--- config.mk ---
export PLATFORM = sky130hd
export DESIGN_NAME = popcnt_seq_flat
export DESIGN_NICKNAME = d
export VERILOG_FILES = /design/src/rtl/popcnt_seq_if.sv /design/src/rtl/popcnt_seq.sv /design/src/flat_wrapper.sv
export SDC_FILE = /design/constraint.sdc
export NUM_CORES = 1
export LEC_CHECK = 0
export BUFFER_PORTS_ARGS = -buffer_cell sky130_fd_sc_hd__buf_4
export CAP_MARGIN = 20
export CORE_ASPECT_RATIO = 0.5
export CORE_UTILIZATION = 48
export CTS_BUF_LIST = sky130_fd_sc_hd__clkbuf_16
export DETAILED_ROUTE_END_ITERATION = 10
export GPL_TIMING_DRIVEN = 0
export PLACE_DENSITY = 0.86
export RECOVER_POWER = 50
export SLEW_MARGIN = 20
export SYNTH_ARGS = -nofsm -noshare
export SYNTH_HDL_FRONTEND = slang
export SYNTH_SLANG_ARGS = --single-unit
--- constraint.sdc ---
create_clock -name clk -period 2.7 [get_ports clk]
set_input_delay 0.405 -clock clk [delete_from_list [all_inputs] [get_ports clk]]
set_output_delay 0.405 -clock clk [all_outputs]
set_load 0.01 [all_outputs]
--- src/rtl/popcnt_seq_if.sv ---
// Handshake bundle for the sequential popcount engine.
// Master drives words and abort; slave returns counts.
interface popcnt_seq_if #(
    parameter int WIDTH = 28
);
    localparam int NCHUNK = WIDTH / 7;
    localparam int CNT_W  = $clog2(WIDTH + 1);
    localparam int CYC_W  = $clog2(NCHUNK + 1);

    logic             clr;
    logic             in_valid;
    logic [WIDTH-1:0] in_data;
    logic             in_ready;
    logic             out_valid;
    logic [CNT_W-1:0] out_count;
    logic [CYC_W-1:0] out_cycles;
    logic             out_ready;
    logic             busy;

    modport master (
        output clr,
        output in_valid,
        output in_data,
        output out_ready,
        input  in_ready,
        input  out_valid,
        input  out_count,
        input  out_cycles,
        input  busy
    );

    modport slave (
        input  clr,
        input  in_valid,
        input  in_data,
        input  out_ready,
        output in_ready,
        output out_valid,
        output out_count,
        output out_cycles,
        output busy
    );
endinterface

--- src/rtl/popcnt_seq.sv ---
// Sequential population count: one 7:3 counter time-shared
// over the word, low chunk first, with early termination.
module pCntr_7_3 (
    input  logic [6:0] x_i,
    output logic [2:0] s_o
);
    logic s0, c0, s1, c1, s2, c2, s3, c3;

    // Full-adder tree: three weight-1 FAs, one weight-2 FA.
    assign {c0, s0} = x_i[0] + x_i[1] + x_i[2];
    assign {c1, s1} = x_i[3] + x_i[4] + x_i[5];
    assign {c2, s2} = s0 + s1 + x_i[6];
    assign {c3, s3} = c0 + c1 + c2;
    assign s_o = {c3, s3, s2};
endmodule

module popcnt_seq #(
    parameter int WIDTH = 28
) (
    input logic         clk,
    input logic         rst_n,
    popcnt_seq_if.slave bus
);
    localparam int NCHUNK = WIDTH / 7;
    localparam int CNT_W  = $clog2(WIDTH + 1);
    localparam int CYC_W  = $clog2(NCHUNK + 1);

    typedef enum logic [1:0] {
        IDLE = 2'd0,
        RUN  = 2'd1,
        DONE = 2'd2
    } state_t;

    state_t           state_q;
    logic [WIDTH-1:0] sh_q, sh_d;
    logic [CNT_W-1:0] acc_q, acc_d;
    logic [CYC_W-1:0] cyc_q, cyc_d;
    logic [2:0]       s;
    logic             last;

    pCntr_7_3 u_cntr (
        .x_i (sh_q[6:0]),
        .s_o (s)
    );

    always_comb begin
        sh_d  = sh_q >> 7;
        acc_d = acc_q + CNT_W'(s);
        cyc_d = cyc_q + CYC_W'(1);
        last  = (sh_d == '0)
             || (cyc_d == CYC_W'(NCHUNK));
    end

    always_ff @(posedge clk or negedge rst_n) begin
        if (!rst_n) begin
            state_q <= IDLE;
            sh_q    <= '0;
            acc_q   <= '0;
            cyc_q   <= '0;
        end else if (bus.clr) begin
            state_q <= IDLE;
            sh_q    <= '0;
            acc_q   <= '0;
            cyc_q   <= '0;
        end else begin
            unique case (state_q)
                IDLE: begin
                    if (bus.in_valid) begin
                        sh_q    <= bus.in_data;
                        acc_q   <= '0;
                        cyc_q   <= '0;
                        state_q <= RUN;
                    end
                end
                RUN: begin
                    sh_q  <= sh_d;
                    acc_q <= acc_d;
                    cyc_q <= cyc_d;
                    if (last) state_q <= DONE;
                end
                DONE: begin
                    if (bus.out_ready) state_q <= IDLE;
                end
                default: state_q <= IDLE;
            endcase
        end
    end

    // Result registers are acc/cyc themselves; they
    // are frozen while the FSM sits in DONE.
    assign bus.in_ready   = (state_q == IDLE) && !bus.clr;
    assign bus.out_valid  = (state_q == DONE);
    assign bus.busy       = (state_q != IDLE);
    assign bus.out_count  = acc_q;
    assign bus.out_cycles = cyc_q;
endmodule

--- src/flat_wrapper.sv ---
// flat-port wrapper written by rule: the top's interface ports become plain ports
module popcnt_seq_flat 
#(
    parameter int WIDTH = 28
)
  (clk, rst_n, bus_clr, bus_in_valid, bus_in_data, bus_out_ready, bus_in_ready, bus_out_valid, bus_out_count, bus_out_cycles, bus_busy);
  popcnt_seq_if #(.WIDTH(WIDTH)) bus_i ();
  input logic clk;
  input logic rst_n;
  input wire logic [$bits(bus_i.clr)-1:0] bus_clr;
  input wire logic [$bits(bus_i.in_valid)-1:0] bus_in_valid;
  input wire logic [$bits(bus_i.in_data)-1:0] bus_in_data;
  input wire logic [$bits(bus_i.out_ready)-1:0] bus_out_ready;
  output wire logic [$bits(bus_i.in_ready)-1:0] bus_in_ready;
  output wire logic [$bits(bus_i.out_valid)-1:0] bus_out_valid;
  output wire logic [$bits(bus_i.out_count)-1:0] bus_out_count;
  output wire logic [$bits(bus_i.out_cycles)-1:0] bus_out_cycles;
  output wire logic [$bits(bus_i.busy)-1:0] bus_busy;
  assign bus_i.clr = bus_clr;
  assign bus_i.in_valid = bus_in_valid;
  assign bus_i.in_data = bus_in_data;
  assign bus_i.out_ready = bus_out_ready;
  assign bus_in_ready = bus_i.in_ready;
  assign bus_out_valid = bus_i.out_valid;
  assign bus_out_count = bus_i.out_count;
  assign bus_out_cycles = bus_i.out_cycles;
  assign bus_busy = bus_i.busy;
  popcnt_seq #(.WIDTH(WIDTH)) u_core (.clk(clk), .rst_n(rst_n), .bus(bus_i));
endmodule
* Word-level counts from Yosys, hierarchy flattened
Cells that the tools add are included.
** Storage, ports and cells
- Word-level logic and storage cells :: 43
- Flip-flop bits (word level) :: 38
- Output and inout bits :: 11
- Input port bits :: 33
** Cells by class
- Mux-type cells :: 14
- $add $sub $neg :: 10
- Equality and inequality tests :: 6
- Reductions and logical operators :: 9
** Operators with widths (count)
- $mux W28 :: 2
- $pmux W28 S2 :: 1
- $logic_not A28 Y1 :: 1
- $mux W5 :: 2
- $pmux W5 S2 :: 1
- $add A1 B1 Y2 :: 4
- $add A2 B1 Y2 :: 4
- $mux W2 :: 4
- $mux W3 :: 2
- $ne A3 B3 Y1 const B :: 2
- $pmux W2 S3 :: 1
- $pmux W3 S2 :: 1
- $add A5 B3 Y5 :: 1
- $add A3 B1 Y3 const B :: 1
- $eq A3 B3 Y1 const B :: 1
- $ne A3 B2 Y1 const B :: 1
- $reduce_and A3 Y1 :: 1
- $reduce_bool A3 Y1 :: 1
- $eq A2 B1 Y1 const B :: 1
- $eq A2 B2 Y1 const B :: 1
- $logic_not A2 Y1 :: 1
- $reduce_and A2 Y1 :: 1
- $reduce_bool A2 Y1 :: 1
- $logic_and A1 B1 Y1 :: 1
- 2 further kinds :: 2

* Longest topological paths before layout
Gate-level depths: netlist of run 1.
- Depth in word-level cells :: 8
- Gate-level depth with buffers :: 10

* Hierarchy
A second synthesis of run 1 with hierarchy kept.
** Unflattened totals
- Cells, all modules :: 222
- Area, all modules :: 1981.9 µm²
** Modules (own cells, without submodules)
- popcnt_seq :: area each 1871.8 µm², times used 1, cells an instance 210
- pCntr_7_3 :: area each 110.1 µm², times used 1, cells an instance 12

* Least setup slack after synthesis of run 1
No wires, ideal clock.
- Kind :: flip-flop to flip-flop
- Start :: reg u_core.sh_q[0]
- End :: reg u_core.acc_q[4] (netlist: u_core.bus.out_count[4])
- Setup time :: 0.083 ns
- Cell stages (with the launch flop) :: 10
- Period minus slack after synthesis :: 2.841 ns
- Data arrival time :: 2.759 ns
- Setup slack :: -0.141 ns
- Data required time :: 2.617 ns
- Path through :: dfrtp_1 fa_1 fa_1 inv_1 fa_1 fa_1 nor2b_1 o21ai_0 or3_1 o21ai_0
** On the way
- Longest elaborated chain between the ends :: 8
- Elaborated cells between the ends (all ways) :: 9
- Classes of those cells :: add/sub: 7; mux: 2
** Ends and longest elaborated chain
- start: declaration :: RTL line popcnt_seq.sv:35 : logic [WIDTH-1:0] sh_q, sh_d;
- start signal: assignment :: RTL line popcnt_seq.sv:69 : sh_q <= bus.in_data;
- $add A1 B1 Y2 (*) :: RTL line popcnt_seq.sv:10 : assign {c0, s0} = x_i[0] + x_i[1] + x_i[2];
- $add A2 B1 Y2 (*) :: RTL line popcnt_seq.sv:10
- $add A1 B1 Y2 :: RTL line popcnt_seq.sv:12 : assign {c2, s2} = s0 + s1 + x_i[6];
- $add A2 B1 Y2 :: RTL line popcnt_seq.sv:12
- $add A2 B1 Y2 :: RTL line popcnt_seq.sv:13 : assign {c3, s3} = c0 + c1 + c2;
- $add A5 B3 Y5 (*) :: RTL line popcnt_seq.sv:48 : acc_d = acc_q + CNT_W'(s);
- $pmux W5 S2 (*) :: RTL line popcnt_seq.sv:66 : unique case (state_q)
- $mux W5 (*) :: RTL line popcnt_seq.sv:60 : end else if (bus.clr) begin
- end signal: assignment :: RTL line popcnt_seq.sv:58 : acc_q <= '0;
- end signal: assignment :: RTL line popcnt_seq.sv:63 : acc_q <= '0;
- end signal: assignment :: RTL line popcnt_seq.sv:70 : acc_q <= '0;
- end: declaration :: RTL line popcnt_seq.sv:36 : logic [CNT_W-1:0] acc_q, acc_d;
Mark *: on every way between the ends. The rest lies on a longest branch, timed or not.
A chain may end at the register's enable or synchronous reset.

* Worst setup path in the final report of run 1
- Start :: reg u_core.sh_q[2]
- End :: reg u_core.acc_q[4] (netlist: u_core.bus.out_count[4])
** On the way
- Longest elaborated chain between the ends :: 7
- Elaborated cells between the ends (all ways) :: 8
- Classes of those cells :: add/sub: 6; mux: 2
** Ends and longest elaborated chain (RTL line)
- $add A2 B1 Y2 (*) :: popcnt_seq.sv:10
- $add A1 B1 Y2 :: popcnt_seq.sv:12
- $add A2 B1 Y2 :: popcnt_seq.sv:12
- $add A2 B1 Y2 :: popcnt_seq.sv:13
- $add A5 B3 Y5 (*) :: popcnt_seq.sv:48
- $pmux W5 S2 (*) :: popcnt_seq.sv:66
- $mux W5 (*) :: popcnt_seq.sv:60
Marked as above.

==> results of run 1 <==
-- report_power, final --
part	switching [mW]	internal (mW)
registers	0.0778	0.655
logic	0.255	0.221
clock network	0.231	0.432
total	0.564	1.31
-- cells in the final DEF (no fill, tap or decap) --
cell / count
nand2_1: 59
nand3_1: 49
buf_4: 40
dfrtp_1: 38
clkbuf_1: 17
inv_1: 8
ha_1: 6
nor2_1: 5
o21ai_0: 5
clkbuf_16: 5
nor2b_1: 4
o21ai_1: 3
a21oi_1: 3
nor4_1: 3
a22o_1: 3
fa_1: 3
or3_1: 2
or4_1: 2
xor2_1: 2
fa_2: 2
clkinv_2: 2
inv_2: 1
or2_2: 1
o21ba_2: 1
o21bai_1: 1
buf_1: 1
or3b_1: 1
nor3_1: 1
nand4_1: 1
a2bb2oi_1: 1
a21o_1: 1
a21oi_2: 1
o22ai_1: 1
bufinv_16: 1
-- what timing repair did --
action	4_1_cts	5_1_grt
setup buffers	0	2
endpoints found under the setup margin	2	3
pin swaps	4	1
gates resized for setup	4	0
-- sequential cells by signal, indices dropped and copies added (netlist names) --
name	cells
u_core.bus.out_cycles	3
u_core.bus.out_count	5
u_core.state_q	2
u_core.sh_q	28
-- final cells by class --
type | count | area [um^2]
fillers | 291 | 1150
flip-flops and latches | 38 | 951
multi-input cells | 161 | 911
repair buffers | 45 | 319
clock buffers | 5 | 125
well taps | 51 | 63.8
plain buffers | 13 | 48.8
clock inverters | 3 | 40.0
inverters | 9 | 33.8
-- stage by stage --
step                      setup TNS [ns]  utilization (%)
after CTS                         -0.132             68.6
final                             -0.181             68.5
after global routing              -0.467             68.5
after detailed placement          -0.200             63.9
after global placement           -0.0641             63.9
after floorplan                        0                -
-- worst max-delay path by stage --
| stage | from | to | slack, ns | cells past startpoint |
|---|---|---|---|---|
| after floorplan | u_core.sh_q[2] | u_core.bus.out_count[4] | 0.004 | 9 |
| after global placement | u_core.sh_q[2] | u_core.bus.out_count[4] | -0.06 | 9 |
| after detailed placement | u_core.sh_q[2] | u_core.bus.out_count[4] | -0.13 | 9 |
| after CTS | u_core.sh_q[2] | u_core.bus.out_count[4] | -0.13 | 9 |
| after global routing | u_core.sh_q[2] | u_core.bus.out_count[4] | -0.25 | 9 |
| final | u_core.sh_q[2] | u_core.bus.out_count[4] | -0.11 | 9 |
-- synthesized netlist by cell type, types with 2 or more instances --
cell type   n  area share [%]
nand2_1    59              11
nor2b_1     4             1.3
a22o_1      3             1.4
xor2_1      2            0.91
nand3_1    49              13
ha_1        6             3.9
a21oi_1     4             1.0
inv_1       9             1.7
clkbuf_1   12             2.3
fa_1        5             5.2
dfrtp_1    38              49
nor2_1      5            0.97
o21ai_0     8             2.1
nor4_1      3            0.97
or4_1       2            0.78
or3_1       2            0.65
-- per-layer routing --
| metal | vias to the layer above | share of wire [%] | GRT usage [%] | wire length [um] |
|---|---|---|---|---|
| met2 | 52 | 49 | 40.2 | 2270 |
| met5 | - | 0 | 0 | 0 |
| met1 | 836 | 44 | 30.0 | 2050 |
| met3 | 13 | 5.1 | 6.47 | 235 |
| met4 | 0 | 2.0 | 11.3 | 92 |
| li1 | 845 | - | - | - |
-- worst min-delay path: cells and delay by family --
| kind | cells | cell delay [ns] |
|---|---|---|
| buffers and inverters | 1 | 0.08 |
| AND/OR/NAND/NOR | 2 | 0.11 |
-- cell families after synthesis --
group           Yosys count  share of synthesized area, %
simple gates            128                          30.1
buf+inv                  22                          4.27
fa+ha+maj                11                          9.05
xor+xnor                  2                         0.905
flops                    38                          49.1
compound gates           20                          6.53
==> flow_summary_export.csv, run 1 <==
group,metric,value,unit
power,p_per_area,751,nW/um^2
grt,grt_max_degree,39,
clocking,cts_tree,"yes",
die,chipHeight,46.9,um
power,p_leak,1.25,nW
logic_synthesis,ys_ff_latch,38,
worst_setup_path,cp_top_family,"adder cells",
clocking,htree_levels,2,
final_layout,layoutNonFillerInstCount,325,
worst_setup_path,slowest_stage,"fa_1",
place,postPlaceCellArea,2330,um^2
sta,max_freq,356,MHz
worst_setup_path,endpoint_kind,"flop",
worst_setup_path,crit_fanout,2,
sta,fin_ws,-0.108,ns
detailed_routing,drc,0,
min_path,hold_start,"bus_in_data[24]",
die,rows,15,
sta,slew_headroom,-39.1,%
worst_setup_path,reg2reg_from,"u_core.sh_q[2]",
grt,track_usage,23.8,%
worst_setup_path,cp.arrival,3.02,ns
grt,grt_antenna_before_repair,0,
worst_setup_path,required,2.91,ns
detailed_routing,vias,1746,
worst_setup_path,critPathKind,"flop to flop",
logic_synthesis,yosysWarnings,0,
sta,fin_crit,2.81,ns
grt,grt_pass1_wl,7.53,mm
worst_setup_path,critPathLaunchType,"flop",
power,power.total,1.87,mW
grt,gr-total-overflow,0,
clocking,path_clk_slew,0.06,ns
sta,rsz0062_at_grt,"yes",
die,initial_core_util,53.2,%
min_path,holdPathEnd,"u_core.sh_q[24]",
worst_setup_path,max_stage_delay,0.51,ns
clocking,numCtsBuffers,5,
logic_synthesis,synth_ff_type,"dfrtp_1",
detailed_routing,routedWlPerCell,14.3,um
die,coreArea,3640,um^2
final_layout,design_area,2490,um^2
logic_synthesis,ys_seq_area_share,49.1,%
logic_synthesis,synth_area,1940,um^2
sta,hold_viol,0,
logic_synthesis,synth-edff-count,0,
power,ir_worst_vdd,0.342,mV
place,gp_congestion,0.820,
detailed_routing,drt_iter0_drc,129,
die,dieWidth,91.8,um
detailed_routing,finalWirelength,4.64,mm
detailed_routing,vias_per_cell,5.37,
die,pin_count,44,
final_layout,drive_gt1_share,19.7,%
clocking,holdBufCountCts,0,
place,place_inst,315,
logic_synthesis,synth_area_per_cell,8.76,um^2
clocking,insertion_delay,0.29,ns
sta,worst_slew_pin_slew,2.09,ns
place,io_buffers,43,
place,dpl_worst_slack,-0.125,ns
clocking,cts.sinks,38,
sta,skew,0.00587,ns
min_path,hp-class,"input port to flop",
sta,setup_violations,2,
final_layout,synthToLayoutAreaGrowth,28.8,%
logic_synthesis,yosysUniqueCellTypes,26,
worst_setup_path,path_cells,"fa_1 -> fa_2 -> inv_2 -> fa_1 -> fa_2 -> nor2b_1 -> o21ai_1 -> or3_1 -> o21ai_1",
grt,grt_pass1_vias,1608,
final_layout,fin_nets,317,
place,place_hpwl,3.17,mm
clocking,cts_buffer_depth,2,
worst_setup_path,critical_path_buf_inv_count,1,
detailed_routing,drtPass1Iterations,4,
min_path,hold_depth,3,
status,outcome,"finished, violations left",
sta,slew_viol_final,39,
detailed_routing,antenna_left,0,
worst_setup_path,worstRegToRegCells,9,
logic_synthesis,syn-num-nets,265,
worst_setup_path,r2r_slack,-0.11,ns
status,violations,"capacitance limit, slew limit, setup timing",
final_layout,insertedDiodeCount,0,
worst_setup_path,r2r-end,"u_core.bus.out_count[4]",
logic_synthesis,synth_cells,221,
logic_synthesis,synthArstFlopShare,100,%
sta,fin_hold_ws,0.337,ns
clocking,cts_root_buffer,"clkbuf_16",
die,die_area,4310,um^2
run,maxCapViolCount,1,
sta,finalCritPeriodShare,104,%
Note: power is estimated with default switching activity, not from simulation.
==> run 2, diff against run 1 <==
==> constraint.sdc (replaced) <==
create_clock -name clk -period 2.7 [get_ports clk]
set_input_delay 0.81 -clock clk [delete_from_list [all_inputs] [get_ports clk]]
set_output_delay 0.81 -clock clk [all_outputs]
set_load 0.01 [all_outputs]
==> run 2 against run 1 <==
Against the previous run: the flow finishes with violations (setup timing); largest power group unchanged; non-clock buffer count unchanged; fmax about the same; setup slack better by 0.0028 ns; critical path depth stayed put; core utilization grew 0.14 points; sequential share of layout area down 0.077 points; combinational power barely moved; register-to-register slack about the same; routed wire length is 0.71% lower; total power decreased by 0.20%; flip-flop and latch count is the same; largest cell class unchanged.
==> flow_summary_export.csv, run 2 (synthesis gave the netlist of run 1 again) <==
group,metric,value,unit
worst_setup_path,critPathLaunchType,"flop",
clocking,insertion_delay,0.28,ns
power,switchingPower,0.560,mW
place,postPlaceCellArea,2330,um^2
final_layout,final_common_cell,"nand2_1",
power,ir_worst_vdd,0.338,mV
grt,grt_pass1_vias,1608,
min_path,hold_start,"u_core.sh_q[26]",
clocking,cts_root_buffer,"clkbuf_16",
final_layout,fin_nets,317,
worst_setup_path,cp.arrival,3.02,ns
detailed_routing,antenna_left,0,
power,power_frac_seq,39.2,%
final_layout,multiInputGateArea,911,um^2
power,power_frac_clock,35.3,%
sta,slew_headroom,35.5,%
clocking,cts_buffer_depth,2,
detailed_routing,vias_per_cell,5.33,
die,rows,15,
worst_setup_path,crit_path_start,"u_core.sh_q[2]",
sta,skew,0.00565,ns
detailed_routing,finalWirelength,4.61,mm
sta,max_freq,356,MHz
clocking,holdBufCountCts,0,
final_layout,design_area,2500,um^2
clocking,cts_tree,"yes",
worst_setup_path,path_cells,"fa_1 -> fa_2 -> inv_2 -> fa_1 -> fa_2 -> nor2b_1 -> o21ai_1 -> or3_1 -> o21ai_1",
die,coreArea,3640,um^2
final_layout,synthToLayoutAreaGrowth,29.0,%
status,violations,"setup timing",
die,pin_count,44,
grt,grt_antenna_before_repair,0,
worst_setup_path,required,2.91,ns
detailed_routing,routedWlPerCell,14.2,um
clocking,path_clk_slew,0.06,ns
worst_setup_path,r2r-end,"u_core.bus.out_count[4]",
power,p_per_area,748,nW/um^2
die,chipHeight,46.9,um
detailed_routing,drt_iter0_drc,133,
final_layout,fill_cells,288,
power,p_comb_share,25.5,%
die,dieWidth,91.8,um
grt,gr-total-overflow,0,
sta,fin_crit,2.81,ns
worst_setup_path,cp-endpoint,"u_core.bus.out_count[4]",
worst_setup_path,reg2reg_from,"u_core.sh_q[2]",
sta,setup_violations,2,
grt,grt_pass1_wl,7.53,mm
worst_setup_path,max_stage_delay,0.51,ns
clocking,cts.sinks,38,
detailed_routing,drtPass1Iterations,4,
final_layout,drive_gt1_share,20.4,%
min_path,hp-class,"flop to flop",
status,outcome,"finished, violations left",
worst_setup_path,slowest_stage,"fa_1",
worst_setup_path,critPathKind,"flop to flop",
final_layout,top_register,"u_core.sh_q",
final_layout,seqCellArea,951,um^2
place,place_hpwl,3.17,mm
final_layout,insertedDiodeCount,0,
place,gp_congestion,0.820,
sta,hold_viol,0,
power,p_leak,1.25,nW
sta,finalCritPeriodShare,104,%
sta,rsz0062_at_grt,"yes",
power,internal_power,1.31,mW
final_layout,largest_reg_flops,28,
worst_setup_path,worstRegToRegCells,9,
grt,track_usage,23.8,%
run,maxCapViolCount,0,
die,die_area,4310,um^2
place,io_buffers,43,
power,switching_share,30.0,%
min_path,hold_depth,2,
clocking,numCtsBuffers,5,
detailed_routing,vias,1731,
worst_setup_path,r2r_slack,-0.11,ns
sta,slew_viol_final,0,
clocking,htree_levels,2,
grt,grt_max_degree,39,
sta,fin_ws,-0.106,ns
power,power.total,1.87,mW
sta,worst_slew_pin_slew,0.967,ns
die,initial_core_util,53.2,%
worst_setup_path,endpoint_kind,"flop",
final_layout,layout_common_cells,"nand2_1, nand3_1, buf_4",
detailed_routing,drc,0,
worst_setup_path,crit_fanout,2,
## run 2: cell counts in the layout (fill, tap and decap cells not counted)
Identical to the previous run, type by type.
## run 2: timing repair
action | 4_1_cts | 5_1_grt
setup buffers | 0 | 2
setup endpoints to repair | 2 | 3
pin swaps | 4 | 1
resized for setup | 4 | 0
## run 2: final cells by class
| type | count | area share [%] |
|---|---|---|
| clock inverter | 3 | 1.60 |
| clock buffer | 5 | 5.01 |
| sequential | 38 | 38.1 |
| timing repair buffer | 45 | 13.0 |
| tap | 51 | 2.56 |
| multi-input combinational | 161 | 36.5 |
| inverter | 9 | 1.35 |
| buffer | 13 | 1.95 |
## run 2: power by group through the flow
stage          Sequential, mW  Combinational (mW)  Clock [mW]
2_1_floorplan           0.725               0.295           0
5_1_grt                 0.744               0.540       0.699
6_report                0.733               0.477       0.660
3_3_place_gp            0.734               0.430           0
3_5_place_dp            0.739               0.451           0
4_1_cts                 0.731               0.465       0.669
## run 2: per-stage QoR
step	hold WS (ns)	cells	worst slack (ns)	util (%)	TNS, ns
after floorplan	0.453	221	0.00395	-	0
after global placement	0.472	315	-0.0641	63.9	-0.0641
after detailed placement	0.479	315	-0.125	63.9	-0.200
after CTS	0.491	323	-0.132	68.6	-0.132
after global routing	0.518	325	-0.247	68.6	-0.467
final	0.491	325	-0.106	68.6	-0.179
## run 2: how the worst min path moves through the flow
stage | endpoint | slack (ns)
2_1_floorplan | u_core.sh_q[25] | 0.45
3_3_place_gp | u_core.sh_q[27] | 0.47
3_5_place_dp | u_core.sh_q[26] | 0.48
4_1_cts | u_core.sh_q[26] | 0.49
5_1_grt | u_core.sh_q[26] | 0.52
6_report | u_core.sh_q[26] | 0.49
## run 2: critical path: cells and delay by family (launching register included)
kind / cells / cell delay (ns)
buf+inv: 1 / 0.06
compound gates: 2 / 0.15
fa+ha+maj: 4 / 1.69
simple gates: 2 / 0.43
flops: 1 / 0.40
## run 2: routing by layer
| metal | vias to the layer above | global-route usage, % | share of wire (%) |
|---|---|---|---|
| met5 | - | 0 | 0 |
| met1 | 823 | 30.0 | 43 |
| li1 | 848 | - | - |
| met3 | 13 | 6.47 | 5.4 |
| met4 | 0 | 11.3 | 2.0 |
| met2 | 47 | 40.2 | 49 |
==> run 3, diff against run 2 <==
--- a/config.mk
+++ b/config.mk
@@ -5,7 +5,7 @@
 export SDC_FILE = /design/constraint.sdc
 export NUM_CORES = 1
 export LEC_CHECK = 0
-export BUFFER_PORTS_ARGS = -buffer_cell sky130_fd_sc_hd__buf_4
+export BUFFER_PORTS_ARGS = -buffer_cell sky130_fd_sc_hd__buf_2
 export CAP_MARGIN = 20
 export CORE_ASPECT_RATIO = 0.5
 export CORE_UTILIZATION = 48
==> run 3 against run 2 <==
Against the previous run: the flow still finishes with violations (setup timing); routed wire length rose by 2.1%; sequential power hardly changed; total power is 7.0% lower; global-route usage decreased by 0.69 points; via count is 0.69% higher; sequential share of layout area is 2.0 points higher; count of clock-buffer cells in the layout unchanged; clock power decreased by 17%; non-clock buffer count fell by 2; clock skew shrank 0.0036 ns; combinational power is 4.6% lower; register-to-register slack about the same; critical endpoint unchanged.
==> flow_summary_export.csv, run 3 (synthesis gave the netlist of run 1 again) <==
group,metric,value,unit
die,rows,15,
die,initial_core_util,53.2,%
power,p_per_area,733,nW/um^2
die,dieWidth,91.8,um
sta,fin_hold_ws,0.490,ns
clocking,numCtsBuffers,5,
die,chipHeight,46.9,um
min_path,hp-class,"flop to flop",
sta,fin_ws,-0.0926,ns
grt,grt_pass1_wl,7.40,mm
sta,skew,0.00204,ns
status,outcome,"finished, violations left",
worst_setup_path,path_cells,"fa_1 -> fa_2 -> inv_2 -> fa_1 -> fa_2 -> nor2b_1 -> o21ai_1 -> or3_1 -> o21ai_1",
worst_setup_path,critPathKind,"flop to flop",
worst_setup_path,required,2.91,ns
run,maxCapViolCount,0,
sta,slew_headroom,35.9,%
clocking,cts.sinks,38,
status,violations,"setup timing",
final_layout,layoutNonFillerInstCount,323,
die,coreArea,3640,um^2
final_layout,insertedDiodeCount,0,
worst_setup_path,max_stage_delay,0.51,ns
place,gp_congestion,0.829,
detailed_routing,vias_per_cell,5.40,
sta,hold_viol,0,
final_layout,drive_gt1_share,19.9,%
die,die_area,4310,um^2
final_layout,synthToLayoutAreaGrowth,22.5,%
grt,gr-total-overflow,0,
grt,grt_pass1_vias,1664,
worst_setup_path,cp.arrival,3.00,ns
clocking,cts_buffer_depth,2,
final_layout,largest_reg_flops,28,
grt,track_usage,23.1,%
detailed_routing,antenna_left,0,
clocking,cts_tree,"yes",
sta,rsz0062_at_grt,"yes",
worst_setup_path,crit_fanout,2,
sta,max_freq,358,MHz
clocking,cts_root_buffer,"clkbuf_16",
detailed_routing,drt_iter0_drc,136,
clocking,post-cts-setup-buffers,0,
clocking,holdBufCountCts,0,
final_layout,postLayoutCoreUtil,65.1,%
final_layout,fill_cells,284,
final_layout,fin_nets,315,
worst_setup_path,critPathLaunchType,"flop",
clocking,insertion_delay,0.28,ns
sta,worst_slew_pin_slew,0.962,ns
place,place_hpwl,3.19,mm
die,pin_count,44,
clocking,htree_levels,2,
sta,slew_viol_final,0,
worst_setup_path,slowest_stage,"fa_1",
detailed_routing,drc,0,
clocking,path_clk_slew,0.05,ns
power,ir_worst_vdd,0.324,mV
place,io_buffers,43,
final_layout,layout_common_cells,"nand2_1, nand3_1, buf_2",
power,p_leak,1.21,nW
place,place_inst,315,
detailed_routing,vias,1743,
detailed_routing,routedWlPerCell,14.6,um
grt,grt_max_degree,39,
grt,grt_antenna_before_repair,0,
detailed_routing,drtPass1Iterations,4,
sta,finalCritPeriodShare,103,%
sta,setup_violations,1,
final_layout,top_register,"u_core.sh_q",
final_layout,final_common_cell,"nand2_1",
detailed_routing,finalWirelength,4.71,mm
worst_setup_path,endpoint_kind,"flop",
sta,fin_crit,2.79,ns
run 3: what timing repair did:
item | 4_1_cts | 5_1_grt
setup endpoints to repair | 2 | 2
pin swaps | 2 | 2
gates resized for setup | 4 | 1
run 3: cell type report:
class / count / area [um^2] / share of cell area (%)
plain buffers: 13 / 48.8 / 2.06
inverters: 9 / 33.8 / 1.42
clock inverters: 3 / 12.5 / 0.528
well taps: 51 / 63.8 / 2.69
flip-flops and latches: 38 / 951 / 40.1
multi-input cells: 161 / 923 / 38.9
repair buffers: 43 / 213 / 8.97
clock buffers: 5 / 125 / 5.28
run 3: worst paths after layout:
| check | slack [ns] | from | endpoint | cells after the start |
|---|---|---|---|---|
| min in group asynchronous | 0.67 | rst_n | u_core.sh_q[27] | 1 |
| max in group asynchronous | 1.43 | rst_n | u_core.sh_q[3] | 1 |
| hold / removal | 0.49 | u_core.sh_q[26] | u_core.sh_q[26] | 2 |
| hold reg to reg | 0.49 | u_core.sh_q[26] | u_core.sh_q[26] | 2 |
| setup reg to reg | -0.09 | u_core.sh_q[0] | u_core.bus.out_count[4] | 9 |
| setup / recovery | -0.09 | u_core.sh_q[0] | u_core.bus.out_count[4] | 9 |
run 3: metal layers:
layer | global-route usage, % | routed length, um | vias up | share of wire [%]
met1 | 27.5 | 2090 | 862 | 44
met5 | 0 | 0 | - | 0
met4 | 9.38 | 42 | 0 | 0.89
met2 | 43.3 | 2360 | 34 | 50
met3 | 5.02 | 210 | 5 | 4.5
li1 | - | - | 842 | -
run 3: where the power goes:
part / total, mW / switching [mW] / internal (mW)
Sequential: 0.736 / 0.0811 / 0.655
Combinational: 0.455 / 0.263 / 0.192
Clock: 0.547 / 0.214 / 0.333
run 3: metrics by stage:
stage               setup WS, ns  total power, mW  instance area, um^2  TNS (ns)
global placement         -0.0631             1.14                 2220   -0.0631
floorplan                0.00395             1.02                 1940         0
detailed placement        -0.103             1.18                 2220    -0.157
global route              -0.209             1.85                 2370    -0.326
finish                   -0.0926             1.74                 2370   -0.0926
CTS                       -0.112             1.73                 2360    -0.112
run 3: worst max-delay path: cells and delay by family (launching register included):
family / cells / cell delay, ns
compound gates: 2 / 0.14
fa+ha+maj: 4 / 1.70
buf+inv: 1 / 0.06
flops: 1 / 0.40
simple gates: 2 / 0.42
